### src/rtl/fb_arb_pkg.sv
// Shared types and helpers for the frame-buffer SDRAM arbiter.
package fb_arb_pkg;

  typedef enum logic [1:0] {IDLE, RD_CMD, WR_BURST} state_t;
  typedef enum logic {GNT_RD, GNT_WR} grant_t;

  localparam int unsigned BC_MAX_W = 16;

  // A zero burstcount is serviced as a single beat.
  function automatic logic [BC_MAX_W-1:0] norm_bc(input logic [BC_MAX_W-1:0] bc);
    return (bc == '0) ? BC_MAX_W'(1) : bc;
  endfunction

endpackage

### src/rtl/fb_arb_grant.sv
// IDLE-cycle grant decision: round-robin, urgent-read priority and writer starvation guard.
module fb_arb_grant
  import fb_arb_pkg::*;
#(
  parameter int unsigned MAX_RD_STREAK = 4
) (
  input  logic   clk,
  input  logic   rst_n,
  input  logic   decide,
  input  logic   rd_req,
  input  logic   wr_req,
  input  logic   rd_urgent,
  input  logic   rd_done,
  input  logic   wr_done,
  output grant_t grant
);

  localparam int unsigned SW = (MAX_RD_STREAK < 1) ? 1 : $clog2(MAX_RD_STREAK + 1);

  logic [SW-1:0] streak;
  logic [SW-1:0] streak_n;
  grant_t        last_grant;

  always_comb begin
    grant    = GNT_RD;
    streak_n = streak;
    if (rd_req && !wr_req) begin
      grant    = GNT_RD;
      streak_n = '0;
    end else if (!rd_req && wr_req) begin
      grant    = GNT_WR;
      streak_n = '0;
    end else if (rd_req && wr_req) begin
      if (rd_urgent) begin
        if (streak < SW'(MAX_RD_STREAK)) begin
          grant    = GNT_RD;
          streak_n = streak + SW'(1);
        end else begin
          grant    = GNT_WR;
          streak_n = '0;
        end
      end else begin
        // Non-urgent contention alternates; a read win here leaves the streak alone.
        grant = (last_grant == GNT_WR) ? GNT_RD : GNT_WR;
        if (grant == GNT_WR) streak_n = '0;
      end
    end
  end

  always_ff @(posedge clk or negedge rst_n) begin
    if (!rst_n) begin
      streak     <= '0;
      last_grant <= GNT_WR;
    end else begin
      if (decide && (rd_req || wr_req)) streak <= streak_n;
      if (rd_done)      last_grant <= GNT_RD;
      else if (wr_done) last_grant <= GNT_WR;
    end
  end

endmodule

### src/rtl/fb_sdram_arbiter.sv
// Burst-granular arbiter sharing one SDRAM Avalon-MM slave between display read and camera write DMA.
module fb_sdram_arbiter
  import fb_arb_pkg::*;
#(
  parameter int unsigned ADDR_W        = 25,
  parameter int unsigned DATA_W        = 32,
  parameter int unsigned BC_W          = 8,
  parameter int unsigned MAX_RD_STREAK = 4,
  parameter int unsigned PEND_W        = 10
) (
  input  logic                clk_clk,
  input  logic                reset_reset_n,
  input  logic [ADDR_W-1:0]   rd_address,
  input  logic                rd_read,
  input  logic [BC_W-1:0]     rd_burstcount,
  input  logic                rd_urgent,
  output logic                rd_waitrequest,
  output logic [DATA_W-1:0]   rd_readdata,
  output logic                rd_readdatavalid,
  input  logic [ADDR_W-1:0]   wr_address,
  input  logic                wr_write,
  input  logic [DATA_W-1:0]   wr_writedata,
  input  logic [DATA_W/8-1:0] wr_byteenable,
  input  logic [BC_W-1:0]     wr_burstcount,
  output logic                wr_waitrequest,
  output logic [ADDR_W-1:0]   m_address,
  output logic                m_read,
  output logic                m_write,
  output logic [DATA_W-1:0]   m_writedata,
  output logic [DATA_W/8-1:0] m_byteenable,
  output logic [BC_W-1:0]     m_burstcount,
  input  logic                m_waitrequest,
  input  logic [DATA_W-1:0]   m_readdata,
  input  logic                m_readdatavalid,
  output logic [PEND_W-1:0]   rd_pending
);

  state_t            state, state_n;
  grant_t            grant;
  logic              idle;
  logic              rd_accept, wr_accept, rd_done, wr_done;
  logic [BC_W-1:0]   rd_bc, wr_bc;
  logic [ADDR_W-1:0] wr_addr_q;
  logic [BC_W-1:0]   wr_bc_q;
  logic [BC_W-1:0]   beat_cnt;
  logic [PEND_W:0]   pend_sum;

  assign idle  = (state == IDLE);
  assign rd_bc = BC_W'(norm_bc(BC_MAX_W'(rd_burstcount)));
  assign wr_bc = BC_W'(norm_bc(BC_MAX_W'(wr_burstcount)));

  assign rd_readdata      = m_readdata;
  assign rd_readdatavalid = m_readdatavalid;
  assign m_writedata      = wr_writedata;
  assign m_byteenable     = wr_byteenable;

  fb_arb_grant #(.MAX_RD_STREAK(MAX_RD_STREAK)) u_grant (
    .clk       (clk_clk),
    .rst_n     (reset_reset_n),
    .decide    (idle),
    .rd_req    (rd_read),
    .wr_req    (wr_write),
    .rd_urgent (rd_urgent),
    .rd_done   (rd_done),
    .wr_done   (wr_done),
    .grant     (grant)
  );

  always_comb begin
    state_n        = state;
    m_address      = '0;
    m_burstcount   = '0;
    m_read         = 1'b0;
    m_write        = 1'b0;
    rd_waitrequest = 1'b1;
    wr_waitrequest = 1'b1;
    rd_accept      = 1'b0;
    wr_accept      = 1'b0;
    rd_done        = 1'b0;
    wr_done        = 1'b0;
    case (state)
      IDLE: begin
        if (rd_read || wr_write) state_n = (grant == GNT_RD) ? RD_CMD : WR_BURST;
      end
      RD_CMD: begin
        m_address      = rd_address;
        m_burstcount   = rd_bc;
        m_read         = rd_read;
        rd_waitrequest = m_waitrequest;
        rd_accept      = rd_read && !m_waitrequest;
        rd_done        = rd_accept;
        if (rd_accept || !rd_read) state_n = IDLE;
      end
      WR_BURST: begin
        m_address      = wr_addr_q;
        m_burstcount   = wr_bc_q;
        m_write        = wr_write;
        wr_waitrequest = m_waitrequest;
        wr_accept      = wr_write && !m_waitrequest;
        wr_done        = wr_accept && (beat_cnt == BC_W'(1));
        if (wr_done) state_n = IDLE;
      end
      default: state_n = IDLE;
    endcase
  end

  // Add and retire in one step so a same-cycle command and return beat net correctly.
  assign pend_sum = (PEND_W+1)'(rd_pending) + (rd_accept ? (PEND_W+1)'(rd_bc) : '0);

  always_ff @(posedge clk_clk or negedge reset_reset_n) begin
    if (!reset_reset_n) begin
      state      <= IDLE;
      wr_addr_q  <= '0;
      wr_bc_q    <= '0;
      beat_cnt   <= '0;
      rd_pending <= '0;
    end else begin
      state <= state_n;
      if (idle && (state_n == WR_BURST)) begin
        wr_addr_q <= wr_address;
        wr_bc_q   <= wr_bc;
        beat_cnt  <= wr_bc;
      end else if (wr_accept) begin
        beat_cnt <= beat_cnt - BC_W'(1);
      end
      if (m_readdatavalid && (pend_sum != '0))
        rd_pending <= PEND_W'(pend_sum - (PEND_W+1)'(1));
      else
        rd_pending <= PEND_W'(pend_sum);
    end
  end

endmodule

### config.mk
export PLATFORM = sky130hd
export DESIGN_NAME = fb_sdram_arbiter
export DESIGN_NICKNAME = d
export VERILOG_FILES = /design/src/rtl/fb_arb_pkg.sv /design/src/rtl/fb_arb_grant.sv /design/src/rtl/fb_sdram_arbiter.sv
export SDC_FILE = /design/constraint.sdc
export NUM_CORES = 1
export LEC_CHECK = 0
export CORE_ASPECT_RATIO = 0.7
export CORE_UTILIZATION = 34
export CTS_CLUSTER_SIZE = 25
export DETAILED_ROUTE_END_ITERATION = 7
export MAX_ROUTING_LAYER = met4
export PLACE_DENSITY = 0.78
export SYNTH_ARGS = -nofsm -noshare
export SYNTH_HDL_FRONTEND = slang
export SYNTH_SLANG_ARGS = --single-unit
### constraint.sdc
create_clock -name clk_clk -period 3.4 [get_ports clk_clk]
set_clock_uncertainty 0.05 [all_clocks]
set_input_delay 0.68 -clock clk_clk [delete_from_list [all_inputs] [get_ports clk_clk]]
set_output_delay 0.68 -clock clk_clk [all_outputs]
set_load 0.05 [all_outputs]
After elaboration in Yosys (flattened, before gate mapping). Index checks and enable logic that the tools add are counted.

Add/sub/neg operators: 4. Magnitude comparators: 1. Eq/ne operators: 5. Multiplexer cells: 34. Reductions and logical operators: 22.

Operators with widths (count): $pmux 25 s2 (1); $mux 8 (5); $mux 3 (6); $logic_not 8->1 (2); $pmux 8 s2 (1); $mux 1 (15); $add 10x8->11 (1); $reduce_bool 11->1 (1); $mux 10 (1); $sub 10x1->10 const B (1); $logic_and 1x1->1 (9); $eq 8x1->1 const B (1); $mux 2 (4); $sub 8x1->8 const B (1); $pmux 2 s3 (1); $eq 2x2->1 const B (2); $ne 4x4->1 const B (1); $reduce_bool 2->1 (2); $add 3x1->3 const B (1); $logic_not 1->1 (3); $lt 3x3->1 const B (1); $reduce_and 3->1 (1); $reduce_bool 3->1 (1); $eq 2x1->1 const B (1); other kinds (2) (3).

Bits in registers: 57. Output and inout bits: 116. Logic and storage cells: 73.

Logic depth before layout (Yosys ltp).
Word-level depth: 12. Mapped depth: 15. Depth with buffers taken out: 14.

By module. Synthesis repeated with hierarchy kept, for this count alone.

Cell total of the unflattened synthesis: 436. Area total of the unflattened synthesis: 4135.2 um^2.

Modules (own cells, without submodules): fb_sdram_arbiter (times used 1, cells an instance 419, area an instance 3917.5 um^2, sequential area each 1326.3 um^2); fb_arb_grant (times used 1, cells an instance 17, area an instance 217.7 um^2, sequential area each 101.3 um^2).

Worst setup path after synthesis. OpenSTA, ideal clock, no wires.

Kind: input port to flip-flop. From: in rd_burstcount[4]. To: reg rd_pending[1]. Library setup time: 0.079 ns. Arrival time: 3.358 ns. Required time: 3.271 ns. Slack: -0.088 ns. Cell stages on the path: 13. Path buffers: 0. Cells stage by stage: nor4_1 > a21oi_1 > nor3_1 > ha_1 > inv_1 > fa_1 > nor2b_4 > o2111ai_1 > a32oi_1 > nand3b_1 > a2111o_1 > o31ai_4 > mux2i_1.

Word-level cells in the longest chain between the ends: 7. Elaborated cells on any way between the ends: 8. Classes of those cells: add/sub (2); mux (3); reduce/logical (3).

RTL lines: from (decl) (RTL line fb_sdram_arbiter.sv:15) `input logic [BC_W-1:0] rd_burstcount,`; $logic_not 8->1 (RTL line fb_arb_pkg.sv:11) `return (bc == '0) ? BC_MAX_W'(1) : bc;`; $mux 8 * (RTL line fb_arb_pkg.sv:11); $mux 8 * (RTL line fb_sdram_arbiter.sv:108) `assign pend_sum = (PEND_W+1)'(rd_pending) + (rd_accept ? (PEND_W+1)'(rd_bc) : '0);`; $add 10x8->11 * (RTL line fb_sdram_arbiter.sv:108); branches (longest 2 deep; another with $sub 10x1->10); $mux 10 * (RTL line fb_sdram_arbiter.sv:126) `if (m_readdatavalid && (pend_sum != '0))`; to (signal assigned) (RTL line fb_sdram_arbiter.sv:127) `rd_pending <= PEND_W'(pend_sum - (PEND_W+1)'(1));`; to (signal assigned) (RTL line fb_sdram_arbiter.sv:129) `rd_pending <= PEND_W'(pend_sum);`; to (decl) (RTL line fb_sdram_arbiter.sv:35) `output logic [PEND_W-1:0] rd_pending`.

Every way passes the cells marked *. A chain may end at the register's enable or synchronous reset.

Final worst setup path.
From: in rd_burstcount[6]. To: reg rd_pending[3].

The elaborated chain is that of the path after synthesis.

==> impl_metrics.py <==
metrics = {
    "global_routing": {
        "grtUsageTotal": 0.193,
        "antenna_found_initial": 0,
        "grt_max_degree": 47,
        "overflow": 0,
        "grt_pass1_vias": 3635,
        "grt_pass1_wl_mm": 18.4,
    },
    "clock_network": {
        "cts_tree": "yes",
        "cts_sinks": 57,
        "root_buffer": "clkbuf_16",
        "ctsHoldBuffers": 0,
        "worstSkewPairLatency_ns": 0.33,
        "clock_path_buffers": 2,
        "htree_levels": 3,
        "path_clk_slew_ns": 0.05,
        "numCtsBuffers": 9,
    },
    "floorplan": {
        "dieArea_um2": 12700,
        "start_util": 0.353,
        "core_area_um2": 11800,
        "die_h_um": 94.6,
        "die_w_um": 134,
        "io-pin-count": 257,
        "fp-row-count": 33,
    },
    "timing": {
        "fmax_ghz": 0.294,
        "fin_crit_sh": 0.999,
        "finalMaxSlewViolations": 0,
        "setup_viol": 0,
        "worst_slack_ns": 0.00190,
        "tightest_slew_ns": 1.04,
        "post-route-min-period_ns": 3.40,
        "grt_setup_unrepaired": "yes",
        "slew_headroom": 0.308,
        "hold-worst-slack_ns": 0.406,
        "finalHoldViolCount": 0,
    },
    "layout": {
        "n_antenna_cell": 0,
        "fill_cells": 1035,
        "layout-area-overhead-vs-synth_pct": 48.0,
        "multi_input_area_um2": 2220,
        "drive_above_1_share": 0.336,
        "nets": 696,
        "regArea_um2": 1430,
    },
    "critical_path": {
        "worst-endpoint-required_ns": 3.55,
        "critPathMaxStageDelay_ns": 0.52,
        "arrival_ns": 3.55,
        "timing.critical_path.mode_cell": "buf_6",
        "crit_chain": "buf_6 -> nor4_4 -> a21oi_2 -> nor3_2 -> ha_2 -> inv_2 -> fa_2 -> nor2b_4 -> o31a_1 -> xor2_2 -> nand4b_4 -> a2111o_1 -> buf_6 -> o311ai_2 -> o21ai_1",
        "worstPathMaxFanout": 3,
        "endpoint_kind": "flip-flop",
        "critical-path-slowest-cell": "a2111o_1",
        "worst_setup_path_start_kind": "primary input",
        "critical_path_class": "primary input to flip-flop",
    },
    "yosys": {
        "synth_area_leader_cell": "dfrtp_1",
        "synth_seq_area_share": 0.342,
        "ys_seq_elements": 57,
        "synth_edf_count": 0,
        "synthDistinctLibCells": 57,
        "synth_area_um2": 4170,
        "synth_area_leaders": "dfrtp_1 34%, buf_4 12%, mux2_2 7.8%",
        "ys.flop_type": "dfrtp_1",
        "syn_inst": 429,
        "syn_avg_cell_area_um2": 9.72,
        "synth_nets": 588,
        "yosysTopAreaCellShare": 0.336,
        "synthArstFlopShare": 1.00,
        "ys_warn_count": 0,
    },
    "status": {
        "outcome": "finished clean",
    },
    "drt": {
        "vias": 3484,
        "drt-pass1-iter-count": 4,
        "wl_mm": 11.5,
        "ant_nets": 0,
        "via_per_inst": 4.98,
        "drt_iter0_drc": 184,
        "drt-wirelength-per-cell_um": 16.5,
        "drc": 0,
    },
    "placement": {
        "place_hpwl_mm": 8.71,
        "port_buffers": 120,
        "dp_slack_ns": -0.790,
        "gp_congestion": 0.868,
    },
    "pwr": {
        "peakVddDrop_mv": 0.521,
        "p_per_area_nw_per_um2": 969,
        "p_leak_nw": 2.60,
    },
    "run": {
        "drv_cap": 0,
    },
    "min_path": {
        "worstHoldPathType": "flip-flop to flip-flop",
    },
}
[metrics by stage]
stage / TNS, ns / power [mW] / util / cells / cell area, µm²
after detailed placement: -6.98 / 5.05 / 0.483 / 671 / 5710
after floorplan: 0 / 3.67 / - / 429 / 4170
after global routing: -0.849 / 6.32 / 0.523 / 699 / 6170
after global placement: -5.62 / 4.93 / 0.483 / 671 / 5710
final: 0 / 5.98 / 0.523 / 699 / 6170
after CTS: -0.208 / 5.95 / 0.517 / 695 / 6100
[cells in the final DEF (no fill, tap or decap), types with 5 or more instances in the layout]
cell type and count:
xor2_1 5, nor2_1 14, xnor2_1 6, a21o_1 7, mux2_2 29, ha_1 13, o21ai_0 8, inv_1 13
nor2b_1 34, mux2_1 6, nor3_1 6, clkdlybuf4s50_1 72, a22oi_1 32, clkbuf_16 9, nand2_1 14, buf_12 35
buf_4 63, and2_1 8, dfrtp_1 56, a21oi_1 14
[cell usage after synthesis, types with 2 or more instances]
master	n
dfrtp_1	56
clkbuf_1	13
or3_1	2
xnor2_1	6
o211ai_1	2
mux2_2	29
a22o_1	3
xor2_2	2
nand2_1	15
buf_4	69
nand3b_1	4
a31oi_1	2
a22oi_1	32
a2111o_1	2
nand2b_1	4
nor2b_1	34
a21oi_1	15
xor2_1	5
ha_1	17
o21ai_1	4
inv_1	15
a21o_1	7
nand4_1	2
o21ai_0	9
mux2_1	6
nand3_1	4
nor2_1	15
mux2i_1	3
and2_1	9
nor3_1	8
or2_2	2
a32oi_1	2
nor4_1	5
buf_2	3
[per-layer routing]
layer / vias to the layer above / GRT usage / share of wire
met1: 1668 / 0.241 / 0.45
met5: - / - / 0
li1: 1665 / - / -
met3: 33 / 0.0542 / 0.060
met4: 0 / 0.0674 / 0.020
met2: 118 / 0.300 / 0.47
[logic make-up (layout without fill, tap and decap cells)]
family,count (synthesis),count (layout),synth area share
adders and majority gates,18,18,0.0558
buffers and inverters,101,214,0.154
and+or+nand+nor,113,113,0.158
AOI/OAI and AO/OA,88,88,0.153
muxes,38,38,0.102
xor gates and xnor gates,14,14,0.0348
DFF,57,57,0.342
[final timing paths]
| path | start | endpoint | cells after the start | slack, ns |
|---|---|---|---|---|
| worst max-delay path | rd_burstcount[6] | rd_pending[3] | 15 | 0.002 |
| worst min-delay path | u_grant.last_grant | u_grant.last_grant | 2 | 0.41 |
| worst max register to register | state[1] | rd_pending[3] | 16 | 0.05 |
| worst min register to register | u_grant.last_grant | u_grant.last_grant | 2 | 0.41 |
| max in group asynchronous | reset_reset_n | rd_pending[7] | 2 | 2.04 |
| min in group asynchronous | reset_reset_n | wr_addr_q[22] | 1 | 0.49 |
[worst max-delay path, delay by kind of cell]
family                   cells  cell delay [ns]
adder cells (fa/ha/maj)      2             0.59
XOR/XNOR                     1             0.09
buffers and inverters        3             0.30
AND/OR/NAND/NOR              4             0.79
AO/OA/AOI/OAI                5             1.10
[timing repair]
item / CTS / global route
resized for setup: 43 / 16
setup endpoints to repair: 10 / 10
buffers inserted: 9 / 4
pin swaps: 14 / 10
[flip-flops by register name, summed over array words and instances, names as in the netlist]
name and count:
wr_bc_q 8, rd_pending 10, u_grant.streak 3, u_grant.last_grant 1
beat_cnt 8, state 2, wr_addr_q 25
[final cells by class]
cell class | count | area share
multi-input combinational | 271 | 0.360
sequential | 57 | 0.231
clock inverter | 6 | 0.00710
inverter | 15 | 0.00912
timing repair buffer | 183 | 0.324
clock buffer | 10 | 0.0371
tap | 157 | 0.0318
[where the power goes]
group          switching, mW  leakage, nW  internal [mW]
Clock                  0.327        0.133          0.494
Combinational           2.04         1.80           1.83
Sequential             0.258        0.673           1.03
Total                   2.63         2.60           3.36
(Power assumes the default switching activity.)
